[src/rtl/io_bus_pkg.sv]
// Shared definitions for the two-master I/O bus arbiter: FSM states, the
// default I/O window and the peripheral register map.
package io_bus_pkg;

    typedef enum logic [1:0] {
        IDLE = 2'd0,
        OWN0 = 2'd1,
        OWN1 = 2'd2
    } arb_state_e;

    localparam logic [31:0] IO_ADDR_BASE = 32'hF000_0000;
    localparam logic [31:0] IO_ADDR_MASK = 32'hFFFF_F000;

    localparam logic [31:0] TCNT_ADDR = 32'hF000_0020;
    localparam logic [31:0] TLIM_ADDR = 32'hF000_0024;
    localparam logic [31:0] TCTL_ADDR = 32'hF000_0120;

    function automatic logic in_window(input logic [31:0] addr,
                                       input logic [31:0] base,
                                       input logic [31:0] mask);
        return (addr & mask) == base;
    endfunction

endpackage

[src/rtl/io_rr_pick.sv]
// Combinational 2-way round-robin picker: ptr names the favoured master when
// both request; a lone requester always wins.
module io_rr_pick
    import io_bus_pkg::*;
(
    input  logic [1:0] req,
    input  logic       ptr,
    output logic       valid,
    output logic       winner
);

    assign valid  = |req;
    assign winner = (req == 2'b11) ? ptr : req[1];

endmodule

[src/rtl/io_bus_arbiter.sv]
// Two-master round-robin arbiter onto a single-beat I/O bus with window decode.
// Optional ownership lock is built only when IO_ARB_LOCK_EN is defined.
module io_bus_arbiter
    import io_bus_pkg::*;
#(
    parameter logic [31:0] ADDR_BASE = IO_ADDR_BASE,
    parameter logic [31:0] ADDR_MASK = IO_ADDR_MASK,
    parameter int          LOCK_MAX  = 16
) (
    input  logic        clk,
    input  logic        rst,
    input  logic        req0,
    input  logic        wren0,
    input  logic [31:0] addr0,
    input  logic [31:0] wdata0,
    input  logic        lock0,
    output logic        gnt0,
    output logic [31:0] rdata0,
    output logic        rvalid0,
    output logic        err0,
    input  logic        req1,
    input  logic        wren1,
    input  logic [31:0] addr1,
    input  logic [31:0] wdata1,
    input  logic        lock1,
    output logic        gnt1,
    output logic [31:0] rdata1,
    output logic        rvalid1,
    output logic        err1,
    output logic [31:0] abus,
    output logic [31:0] dbus_in,
    output logic        wren,
    input  logic [31:0] dbus_out
);

    arb_state_e  state_q, state_d;
    logic        ptr_q, ptr_d;
    logic        gnt0_q, gnt0_d, gnt1_q, gnt1_d;
    logic [31:0] abus_q, abus_d, dbus_in_q, dbus_in_d;
    logic        wren_q, wren_d;
    logic        beat_rd_q, beat_rd_d, beat_err_q, beat_err_d;
    logic        rvalid0_q, rvalid0_d, rvalid1_q, rvalid1_d;
    logic        err0_q, err0_d, err1_q, err1_d;
    logic [31:0] rdata0_q, rdata0_d, rdata1_q, rdata1_d;
    logic [1:0]  pick_req;
    logic        pick_vld, pick_win, stay;
    logic        own_nxt, sel_nxt, win_nxt, wr_nxt;
    logic [31:0] addr_nxt, wdata_nxt;

    // The owner's request is consumed by its own beat, so it cannot re-win at this edge.
    assign pick_req = {req1 & (state_q != OWN1), req0 & (state_q != OWN0)};

    io_rr_pick u_pick (
        .req    (pick_req),
        .ptr    (ptr_q),
        .valid  (pick_vld),
        .winner (pick_win)
    );

`ifdef IO_ARB_LOCK_EN
    localparam int CW = (LOCK_MAX > 1) ? $clog2(LOCK_MAX) : 1;
    localparam logic [CW-1:0] LOCK_LAST = CW'(LOCK_MAX - 1);

    // Counts extra beats granted by lock to the current owner; beat number is count+1.
    logic [CW-1:0] lock_cnt_q, lock_cnt_d;

    always_comb begin
        stay       = (((state_q == OWN0) && req0 && lock0) ||
                      ((state_q == OWN1) && req1 && lock1)) && (lock_cnt_q < LOCK_LAST);
        lock_cnt_d = stay ? lock_cnt_q + 1'b1 : '0;
    end

    always_ff @(posedge clk or negedge rst) begin
        if (!rst) lock_cnt_q <= '0;
        else      lock_cnt_q <= lock_cnt_d;
    end
`else
    logic unused_lock;
    assign unused_lock = lock0 ^ lock1 ^ (LOCK_MAX == 0);
    assign stay        = 1'b0;
`endif

    always_comb begin
        state_d = state_q;
        ptr_d   = ptr_q;
        if (stay) begin
            state_d = state_q;
        end else if (pick_vld) begin
            state_d = pick_win ? OWN1 : OWN0;
            ptr_d   = ~pick_win;
        end else begin
            state_d = IDLE;
        end

        // Bus-side outputs for the beat that starts at this edge.
        own_nxt   = (state_d != IDLE);
        sel_nxt   = (state_d == OWN1);
        addr_nxt  = sel_nxt ? addr1  : addr0;
        wdata_nxt = sel_nxt ? wdata1 : wdata0;
        wr_nxt    = sel_nxt ? wren1  : wren0;
        win_nxt   = in_window(addr_nxt, ADDR_BASE, ADDR_MASK);

        gnt0_d     = (state_d == OWN0);
        gnt1_d     = (state_d == OWN1);
        abus_d     = (own_nxt && win_nxt) ? addr_nxt  : '0;
        dbus_in_d  = (own_nxt && win_nxt) ? wdata_nxt : '0;
        wren_d     = own_nxt && win_nxt && wr_nxt;
        beat_rd_d  = own_nxt && win_nxt && !wr_nxt;
        beat_err_d = own_nxt && !win_nxt;

        // Completion of the beat that ends at this edge.
        rvalid0_d = (state_q == OWN0);
        rvalid1_d = (state_q == OWN1);
        err0_d    = rvalid0_d && beat_err_q;
        err1_d    = rvalid1_d && beat_err_q;
        rdata0_d  = rvalid0_d ? (beat_rd_q ? dbus_out : '0) : rdata0_q;
        rdata1_d  = rvalid1_d ? (beat_rd_q ? dbus_out : '0) : rdata1_q;
    end

    always_ff @(posedge clk or negedge rst) begin
        if (!rst) begin
            state_q    <= IDLE;
            ptr_q      <= 1'b0;
            gnt0_q     <= 1'b0;
            gnt1_q     <= 1'b0;
            abus_q     <= '0;
            dbus_in_q  <= '0;
            wren_q     <= 1'b0;
            beat_rd_q  <= 1'b0;
            beat_err_q <= 1'b0;
            rvalid0_q  <= 1'b0;
            rvalid1_q  <= 1'b0;
            err0_q     <= 1'b0;
            err1_q     <= 1'b0;
            rdata0_q   <= '0;
            rdata1_q   <= '0;
        end else begin
            state_q    <= state_d;
            ptr_q      <= ptr_d;
            gnt0_q     <= gnt0_d;
            gnt1_q     <= gnt1_d;
            abus_q     <= abus_d;
            dbus_in_q  <= dbus_in_d;
            wren_q     <= wren_d;
            beat_rd_q  <= beat_rd_d;
            beat_err_q <= beat_err_d;
            rvalid0_q  <= rvalid0_d;
            rvalid1_q  <= rvalid1_d;
            err0_q     <= err0_d;
            err1_q     <= err1_d;
            rdata0_q   <= rdata0_d;
            rdata1_q   <= rdata1_d;
        end
    end

    assign gnt0    = gnt0_q;
    assign gnt1    = gnt1_q;
    assign abus    = abus_q;
    assign dbus_in = dbus_in_q;
    assign wren    = wren_q;
    assign rvalid0 = rvalid0_q;
    assign rvalid1 = rvalid1_q;
    assign err0    = err0_q;
    assign err1    = err1_q;
    assign rdata0  = rdata0_q;
    assign rdata1  = rdata1_q;

endmodule

[config.mk]
export PLATFORM = sky130hd
export DESIGN_NAME = io_bus_arbiter
export DESIGN_NICKNAME = d
export VERILOG_FILES = /design/src/rtl/io_bus_pkg.sv /design/src/rtl/io_rr_pick.sv /design/src/rtl/io_bus_arbiter.sv
export SDC_FILE = /design/constraint.sdc
export NUM_CORES = 1
export LEC_CHECK = 0
export ABC_CLOCK_PERIOD_IN_PS = 2200
export BUFFER_PORTS_ARGS = -buffer_cell sky130_fd_sc_hd__buf_2
export CORE_MARGIN = 2
export CORE_UTILIZATION = 46
export DETAILED_ROUTE_END_ITERATION = 10
export PLACE_DENSITY = 0.89
export SLEW_MARGIN = 40
export SYNTH_ARGS = -nofsm -noshare
export SYNTH_HDL_FRONTEND = slang
export SYNTH_SLANG_ARGS = --single-unit
export TNS_END_PERCENT = 30
[constraint.sdc]
create_clock -name clk -period 2.2 [get_ports clk]
set_input_delay 0.44 -clock clk [delete_from_list [all_inputs] [get_ports clk]]
set_output_delay 0.44 -clock clk [all_outputs]
set_load 0.02 [all_outputs]
==> flow_summary.yaml, run 1 <==
status:
  status: "complete, no violations"
worst_setup_path:
  crit_required_ps: 2550
  crit_buf_inv: 3
  critPathSlowestCell: "dfrtp_1"
  slowest_delay_ps: 400
  crit_arrival_ps: 2390
  cpLargestDelayFamily: "compound AO/OA/AOI/OAI gates"
  endpoint_kind: "flop"
  critPathMaxFanout: 49
  setup.worst_path.class: "flop to flop"
  startpoint_type: "flop"
  crit_chain: "nand2b_2 -> inv_1 -> o21a_2 -> buf_12 -> o211ai_1 -> a221oi_1 -> buf_4"
routing:
  dr.first_iter.drc_count: 441
  routed_wl_um: 18200
  vias: 5792
  drcViolationCount: 0
  wl_per_cell_um: 17.5
  drtAntennaViolNets: 0
  via_per_inst: 5.59
  dr.pass1.iters: 5
sta:
  fmaxAchievable_ghz: 0.490
  slew_headroom_pct: 56.5
  rsz0062_at_grt: "false"
  drv_slew: 0
  finalSetupViolCount: 0
  tightest_slew_ps: 649
  period_minus_slack_ps: 2040
  fin_crit_sh_pct: 92.7
  finalHoldViolCount: 0
  fin_worst_skew_ps: 9.40
power:
  power_per_cell_area_nw_per_um2: 795
  leakagePower_nw: 4.16
  ir_drop_uv: 399
clock_tree:
  numCtsBuffers: 17
  clk-insertion-delay-late_ps: 410
  clock_path_buffers: 2
  htreeDepth: 4
  cts_tree: "done"
  ctsResizeCount: 0
  cts-root-buf: "clkbuf_16"
  clock-sinks: 138
  cts_setup_buffers: 0
  clk_pin_slew_worst_paths_ps: 60
die:
  die_area_um2: 14000
  io_pins: 303
  rows: 41
  die_h_um: 118
  core_um2: 12700
  chipWidth_um: 118
  initial_core_util_pct: 47.3
yosys:
  synthXorXnorAreaFrac_pct: 0
  ys_top_cells_by_count: "dfrtp_1 (138), nand2_1 (98), o21ai_0 (65)"
  syn_area_um2: 6000
  ys_seq_elements: 138
  synth_ff_type: "dfrtp_1"
  yosys.area_share.adder_pct: 0
  synth_cell_types: 30
  ys_top_cells_by_area: "dfrtp_1 (58%), a221oi_2 (7.3%), nand2_1 (6.1%)"
  synth_compound_area_share_pct: 23.1
  avgSynthCellArea_um2: 11.0
  synth_cells: 543
  yosysWarnings: 0
  synth.area.mux_share_pct: 0
  synth_area_leader_cell: "dfrtp_1"
  synth.top_cell.area_share_pct: 57.6
  synth_edf_count: 0
  synth_top_family_by_area: "compound AO/OA/AOI/OAI gates"
  synth.most_common_cell: "dfrtp_1"
  synth_simple_gate_area_share_pct: 14.0
  async_flop_share_pct: 100
  ys_seq_area_share_pct: 57.6
final_layout:
  seqCellArea_um2: 3450
  fin_cells: 1037
  finalNetCount: 1019
  final_core_util_pct: 67.8
  area_growth_syn_to_layout_pct: 43.3
  fill_cells: 932
  multi_input_area_um2: 2330
  drive_gt1_share_pct: 48.8
flow_run:
  maxCapViolCount: 0
placement:
  placed_cells: 1003
  port-buffer-count: 300
  dp_hpwl_um: 12800
  gp_congestion: 0.851
worst_hold_path:
  hold_class: "input pin to flop"
global_route:
  grt_pass1_vias: 5655
  grt_pass1_wl_um: 28800
  antenna_found_initial: 2
  grt_max_degree: 67
  overflow: 0
  grt_usage_pct: 26.3
[stage by stage]
stage	power [W]	setup TNS, ps	hold slack (ps)	cell area, um2	setup WS [ps]
final	0.00683	0	279	8600	161
after CTS	0.00688	0	261	8590	173
after global placement	0.00368	-234	407	7920	-133
after global routing	0.00709	0	272	8600	36.1
after detailed placement	0.00369	-1450	411	7920	-120
after floorplan	0.00321	0	144	6050	192
[cell usage in the layout, fill, tap and decap left out, types with 2 or more instances in the layout]
cell type  netlist  layout
bufinv_16        0       5
clkinv_4         0       4
o211ai_1        35      35
inv_1            4       4
nor4_4           2       2
inv_6            0       4
conb_1           1      16
o21ai_0         65      65
o211ai_2        12      12
a221oi_2        29      29
nor2_1           5       5
buf_12           0       9
nor4_1           2       2
or4_1            4       4
nand2b_2         0       2
a221oi_1        21      21
nand2_1         98      98
buf_2            8     299
o21ai_4          0       2
dfrtp_1        138     138
nand4_1         48      48
clkbuf_16        0      17
or4_4            2       2
buf_4            1      28
[flip-flops by register name, indices dropped and copies added (netlist names)]
signal	cells
beat_err_q	1
beat_rd_q	1
err0	1
gnt1	1
rdata1	32
wren	1
rvalid1	1
err1	1
dbus_in	32
rvalid0	1
rdata0	32
ptr_q	1
state_q	1
abus	32
[tightest hold or removal path, delay by kind of cell]
family	cells	cell delay, ps
compound gates	2	100
buf+inv	1	100
[repair_timing]
item | 4_1_cts | 5_1_grt
hold buffers | 1 | 0
endpoints found under the hold margin | 47 | 0
endpoints found under the setup margin | 0 | 0
[layout make-up]
cell class              instances  share of cell area, %
well taps                     172                   2.50
clock buffers                  17                   4.95
flip-flops and latches        138                   40.2
repair buffers                338                   22.2
inverters                       5                  0.218
diodes                          1                 0.0291
clock inverters                15                   2.78
multi-input cells             351                   27.2
[power breakdown]
part | leakage [nW] | switching [W] | internal (W)
Clock | 0.321 | 0.00113 | 0.00204
Sequential | 1.88 | 0.0000246 | 0.00259
Combinational | 1.96 | 0.000760 | 0.000289
Total | 4.16 | 0.00191 | 0.00492
[final timing paths]
kind / start / endpoint / slack, ps / depth (start not counted)
setup / recovery: state_q[0] / abus[0] / 160 / 7
hold / removal: wdata0[18] / dbus_in[18] / 280 / 3
setup reg to reg: state_q[0] / abus[0] / 160 / 7
hold reg to reg: rdata1[31] / rdata1[31] / 470 / 2
max in group asynchronous: rst / rdata0[4] / 1030 / 3
min in group asynchronous: rst / rdata1[30] / 550 / 2
[kinds of logic (layout without fill, tap and decap cells)]
family                 after synthesis  in the layout
buffers and inverters               69            375
flip-flops                         138            138
AND/OR/NAND/NOR                    168            168
other                                1             17
AO/OA/AOI/OAI                      167            167
[layer usage]
metal  GRT usage [%]  wire length [um]
met5               0                 0
met4            12.5               641
met3            7.43              1390
met2            44.1              9170
met1            31.1              7000
Power figures use the tool's default switching activity.
==> run 2, diff against run 1 <==
- CORE_AREA: not set -> 2 2 117 119
- CORE_MARGIN: 2 -> not set
- CORE_UTILIZATION: 46 -> not set
- DIE_AREA: not set -> 0 0 119 121
- PLACE_DENSITY: 0.89 -> 0.83
- SYNTH_HIERARCHICAL: not set -> 1
==> run 2 against run 1 <==
Against the previous run: synthesized area fell by 12%; core utilization fell by 7.4 points; the run now ends with negative setup slack left; design area shrank 8.0%; clock power up 2%; maximum frequency fell by 7.7%.
==> flow_summary.yaml, run 2 <==
status:
  status: "complete, but fails checks"
  violations: "negative setup slack"
sta:
  tns_ps: -8.26
  finalSetupViolCount: 2
  fin_crit_sh_pct: 100
  drv_slew: 0
  fin_worst_skew_ps: 6.06
  fmaxAchievable_ghz: 0.453
  tightest_slew_ps: 585
  rsz0062_at_grt: "true"
  period_minus_slack_ps: 2210
  finalHoldViolCount: 0
  setup_ws_ps: -7.79
  slew_headroom_pct: 61.0
clock_tree:
  clk_pin_slew_worst_paths_ps: 60
  cts_tree: "done"
  numCtsBuffers: 17
  clock_path_buffers: 2
  clock-sinks: 138
  cts-root-buf: "clkbuf_16"
  htreeDepth: 4
  clk-insertion-delay-late_ps: 400
routing:
  drcViolationCount: 0
  dr.first_iter.drc_count: 240
  routed_wl_um: 14500
  via_per_inst: 4.70
  wl_per_cell_um: 14.9
  vias: 4557
  dr.pass1.iters: 4
  drtAntennaViolNets: 0
final_layout:
  drive_gt1_share_pct: 51.8
  final_common_cell: "buf_2"
  area_growth_syn_to_layout_pct: 49.1
  seqCellArea_um2: 3460
  fill_cells: 1085
  finalNetCount: 947
  multi_input_area_um2: 1840
  layout_common_cells: "buf_2 (299), dfrtp_1 (136), nand2_1 (98)"
  fin_cells: 969
yosys:
  synth_edf_count: 0
  ys_seq_elements: 138
  syn_area_um2: 5300
  synth_area_leader_cell: "dfrtp_1"
  synth.top_cell.area_share_pct: 65.1
  async_flop_share_pct: 100
  synth.most_common_cell: "dfrtp_1"
  synth_cells: 461
  ys_top_cells_by_count: "dfrtp_1 (138), nand2_1 (98), o21ai_0 (64)"
  synth_ff_type: "dfrtp_1"
  ys_top_cells_by_area: "dfrtp_1 (65%), mux2_2 (9.3%), nand2_1 (6.9%)"
  ys_seq_area_share_pct: 65.1
  yosysWarnings: 6
  avgSynthCellArea_um2: 11.5
  synth_cell_types: 27
global_route:
  grt_pass1_wl_um: 22900
  overflow: 0
  grt_usage_pct: 20.8
  grt_pass1_vias: 4613
  grt_max_degree: 67
  antenna_found_initial: 1
placement:
  dp_hpwl_um: 10700
  gp_congestion: 0.897
  placed_cells: 931
  port-buffer-count: 300
die:
  initial_core_util_pct: 40.5
  die_h_um: 121
  die_area_um2: 14400
  core_um2: 13100
  chipWidth_um: 119
  rows: 42
  io_pins: 303
worst_setup_path:
  setup.worst_path.class: "flop to flop"
  endpoint_kind: "flop"
  startpoint_type: "flop"
  critPathMaxFanout: 19
  crit_arrival_ps: 2550
  crit_required_ps: 2540
power:
  leakagePower_nw: 4.49
  ir_drop_uv: 396
  power_per_cell_area_nw_per_um2: 836
worst_hold_path:
  hold_class: "input pin to flop"
flow_run:
  maxCapViolCount: 0
## run 2: area by class of cell
cell class	count	share of cell area (%)
diodes	1	0.0316
multi-input cells	300	23.2
flip-flops and latches	138	43.7
well taps	176	2.78
repair buffers	316	21.3
clock inverters	12	2.75
clock buffers	20	5.90
inverters	6	0.285
## run 2: what timing repair did
item                                    in CTS  in global routing
cloned                                       1                  0
resized for setup                            7                  7
hold endpoints to repair                    42                  0
endpoints found under the setup margin      51                 51
setup buffers                                3                  1
pin swaps                                    4                  4
hold buffers                                 1                  0
## run 2: kinds of logic after synthesis
kind of cell    share of synthesized area, %
compound gates                          6.70
buf+inv                                 2.83
flops                                   65.1
mux                                     9.53
other cells                           0.0707
simple gates                            15.8
## run 2: worst max-delay path, cell delays in order, from the launching register on
cell and delay, ps:
dfrtp_2 420, nand2b_4 140, and2_4 160, a21boi_4 190, nor4b_4 240, nand4_1 170, a221oi_4 350, buf_6 160
buf_12 130, and3_2 170
## run 2: path summary, 6_finish.rpt
kind	start	to	slack [ps]	depth (start not counted)
hold / removal	dbus_out[10]	rdata0[10]	300	3
max in group asynchronous	rst	gnt1	1080	3
hold reg to reg	rdata0[10]	rdata0[10]	470	2
setup reg to reg	gnt1	beat_rd_q	-8	9
min in group asynchronous	rst	rdata1[17]	520	2
setup / recovery	gnt1	beat_rd_q	-8	9
## run 2: per-stage QoR
step	utilization, %	setup slack [ps]	hold slack [ps]	instance area (um2)	total power [W]
CTS	60.3	-53.6	282	7890	0.00668
detailed placement	54.4	-96.2	389	7120	0.00341
global route	60.5	-89.1	284	7910	0.00690
global placement	54.4	7.20	391	7120	0.00340
floorplan	-	8.50	144	5410	0.00308
finish	60.5	-7.79	299	7910	0.00661
## run 2: layer usage
layer / part of all wire (%) / GRT usage [%] / wire (um)
met1: 37 / 22.7 / 5330
met2: 53 / 36.5 / 7600
met3: 7.6 / 7.14 / 1110
met4: 3.0 / 9.45 / 435
met5: 0 / 0 / 0
## run 2: report_power, final
| part | internal [W] | switching [W] |
|---|---|---|
| Combinational | 0.000333 | 0.000444 |
| Sequential | 0.00259 | 0.0000181 |
| Clock | 0.00221 | 0.00102 |
| Total | 0.00513 | 0.00148 |
==> run 3, diff against run 2 <==
==> constraint.sdc (replaced) <==
create_clock -name clk -period 2.2 [get_ports clk]
set_input_delay 0.44 -clock clk [delete_from_list [all_inputs] [get_ports clk]]
set_output_delay 0.44 -clock clk [all_outputs]
set_load 0.01 [all_outputs]
==> run 3 against run 2 <==
Against the previous run: the run still ends with negative setup slack left; first-iteration DRC count up 34%; routed wire length increased by 9.1%; sequential cell count stayed put; via count up 2.4%; maximum frequency down 1.7%; core utilization did not move; design area unchanged; clock skew about the same; combinational power fell by 3.4%; non-clock buffer count grew 4; die area stayed put; critical path type unchanged; highest routed layer is now met5.
==> flow_summary.yaml, run 3 (synthesis gave the netlist of run 2 again) <==
worst_setup_path:
  startpoint_type: "flop"
  rr_worst_depth: 9
  slowest_delay_ps: 420
  critPathMaxFanout: 6
  worst-r2r-setup-slack_ps: -50
  critPathSlowestCell: "dfrtp_1"
  crit_buf_inv: 2
  crit_arrival_ps: 2580
  r2r_start: "gnt1"
  r2r_end: "dbus_in[27]"
  crit_required_ps: 2530
  endpoint_kind: "flop"
  crit_chain: "nand2b_4 -> and2_4 -> a21boi_4 -> nor4b_4 -> nand4_1 -> a221oi_4 -> buf_6 -> clkbuf_16 -> and3_1"
  cpLargestDelayFamily: "simple AND/OR/NAND/NOR gates"
  setup.worst_path.class: "flop to flop"
power:
  ir_drop_uv: 401
  p_switching_w: 0.00146
  power_w: 0.00630
  leakagePower_nw: 4.49
  p_int_w: 0.00484
  clock_power_share_pct: 46.7
  combPwrFrac_pct: 11.9
  sequentialPowerShare_pct: 41.4
  swShare_pct: 23.2
  power_per_cell_area_nw_per_um2: 796
die:
  initial_core_util_pct: 40.5
  chipWidth_um: 119
  io_pins: 303
  core_um2: 13100
  rows: 42
  die_h_um: 121
  die_area_um2: 14400
global_route:
  grt_usage_pct: 21.1
  grt_max_degree: 67
  antenna_found_initial: 1
  overflow: 0
  grt_pass1_wl_um: 23300
  grt_pass1_vias: 4659
clock_tree:
  clk-insertion-delay-late_ps: 400
  clock_path_buffers: 2
  htreeDepth: 4
  numCtsBuffers: 17
  clock-sinks: 138
  cts-root-buf: "clkbuf_16"
  cts_tree: "done"
  clk_pin_slew_worst_paths_ps: 60
worst_hold_path:
  hold_class: "input pin to flop"
  min-delay-start: "dbus_out[15]"
  whs_path_depth: 3
  min_to: "rdata0[15]"
routing:
  via_per_inst: 4.80
  wl_per_cell_um: 16.2
  dr.first_iter.drc_count: 321
  dr.pass1.iters: 4
  drtAntennaViolNets: 0
  routed_wl_um: 15800
  drcViolationCount: 0
  vias: 4666
placement:
  dp_hpwl_um: 11000
  gp_congestion: 0.812
  port-buffer-count: 300
  placed_area_um2: 7110
final_layout:
  fill_cells: 1084
  drive_gt1_share_pct: 51.3
  layout_common_cells: "buf_2 (299), dfrtp_1 (137), nand2_1 (97)"
  finalNetCount: 951
  final_core_util_pct: 60.5
  final_cell_area_um2: 7910
  area_growth_syn_to_layout_pct: 49.1
  final_common_cell: "buf_2"
sta:
  fmaxAchievable_ghz: 0.445
  tightest_slew_ps: 595
  fin_worst_skew_ps: 6.35
  rsz0062_at_grt: "true"
  period_minus_slack_ps: 2250
  finalSetupViolCount: 46
  fin_crit_sh_pct: 102
  setup_ws_ps: -46.5
  finalHoldViolCount: 0
  drv_slew: 0
  tns_ps: -1240
  slew_headroom_pct: 60.3
flow_run:
  maxCapViolCount: 0
status:
  violations: "negative setup slack"
  status: "complete, but fails checks"
run 3: worst register-to-register path, delay by kind of cell (launching register included):
family          cells  cell delay [ps]
flops               1              420
buf+inv             2              340
simple gates        5              860
compound gates      2              560
run 3: layer usage:
metal / wire length [um] / track usage, %
met1: 6250 / 24.3
met2: 7870 / 35.5
met3: 1320 / 8.22
met4: 335 / 8.33
met5: 13 / 0
run 3: worst max path at each step:
stage / end / slack [ps] / startpoint / cells after the start
after global placement: beat_rd_q / -10 / req1 / 9
after global routing: dbus_in[27] / -170 / gnt1 / 9
after CTS: beat_rd_q / -8 / state_q[0] / 8
after detailed placement: abus[11] / -70 / gnt1 / 8
final: dbus_in[27] / -50 / gnt1 / 9
after floorplan: wren / 30 / gnt1 / 9
run 3: per-stage QoR:
step           hold WS [ps]  setup WS (ps)  instances
6_report                304          -46.5        972
3_5_place_dp            279          -65.5        930
4_1_cts                 285          -8.10        961
5_1_grt                 292           -170        970
2_1_floorplan           144           27.3        476
3_3_place_gp            280          -9.88        930
run 3: layout make-up:
class                           instances  area (um2)  area share (%)
Clock buffer                           19         443            5.60
Tap cell                              176         220            2.78
Timing Repair Buffer                  320        1780            22.5
Inverter                                6        22.5           0.285
Clock inverter                         11         170            2.15
Sequential cell                       138        3450            43.7
Antenna cell                            2        5.00          0.0633
Multi-Input combinational cell        300        1820            23.0
run 3: timing repair:
| item | 4_1_cts | 5_1_grt |
|---|---|---|
| endpoints found under the hold margin | 14 | 0 |
| pin swaps | 0 | 5 |
| cloned | 0 | 5 |
| setup endpoints to repair | 50 | 51 |
| buffers inserted | 0 | 4 |
| resized for setup | 3 | 8 |
| hold buffers | 1 | 0 |
run 3: power groups by stage:
stage	Sequential (W)	Clock, W	Combinational (W)
floorplan	0.00267	0	0.000378
finish	0.00261	0.00294	0.000750
detailed placement	0.00265	0	0.000729
CTS	0.00261	0.00300	0.000741
global placement	0.00265	0	0.000723
global route	0.00261	0.00316	0.000830
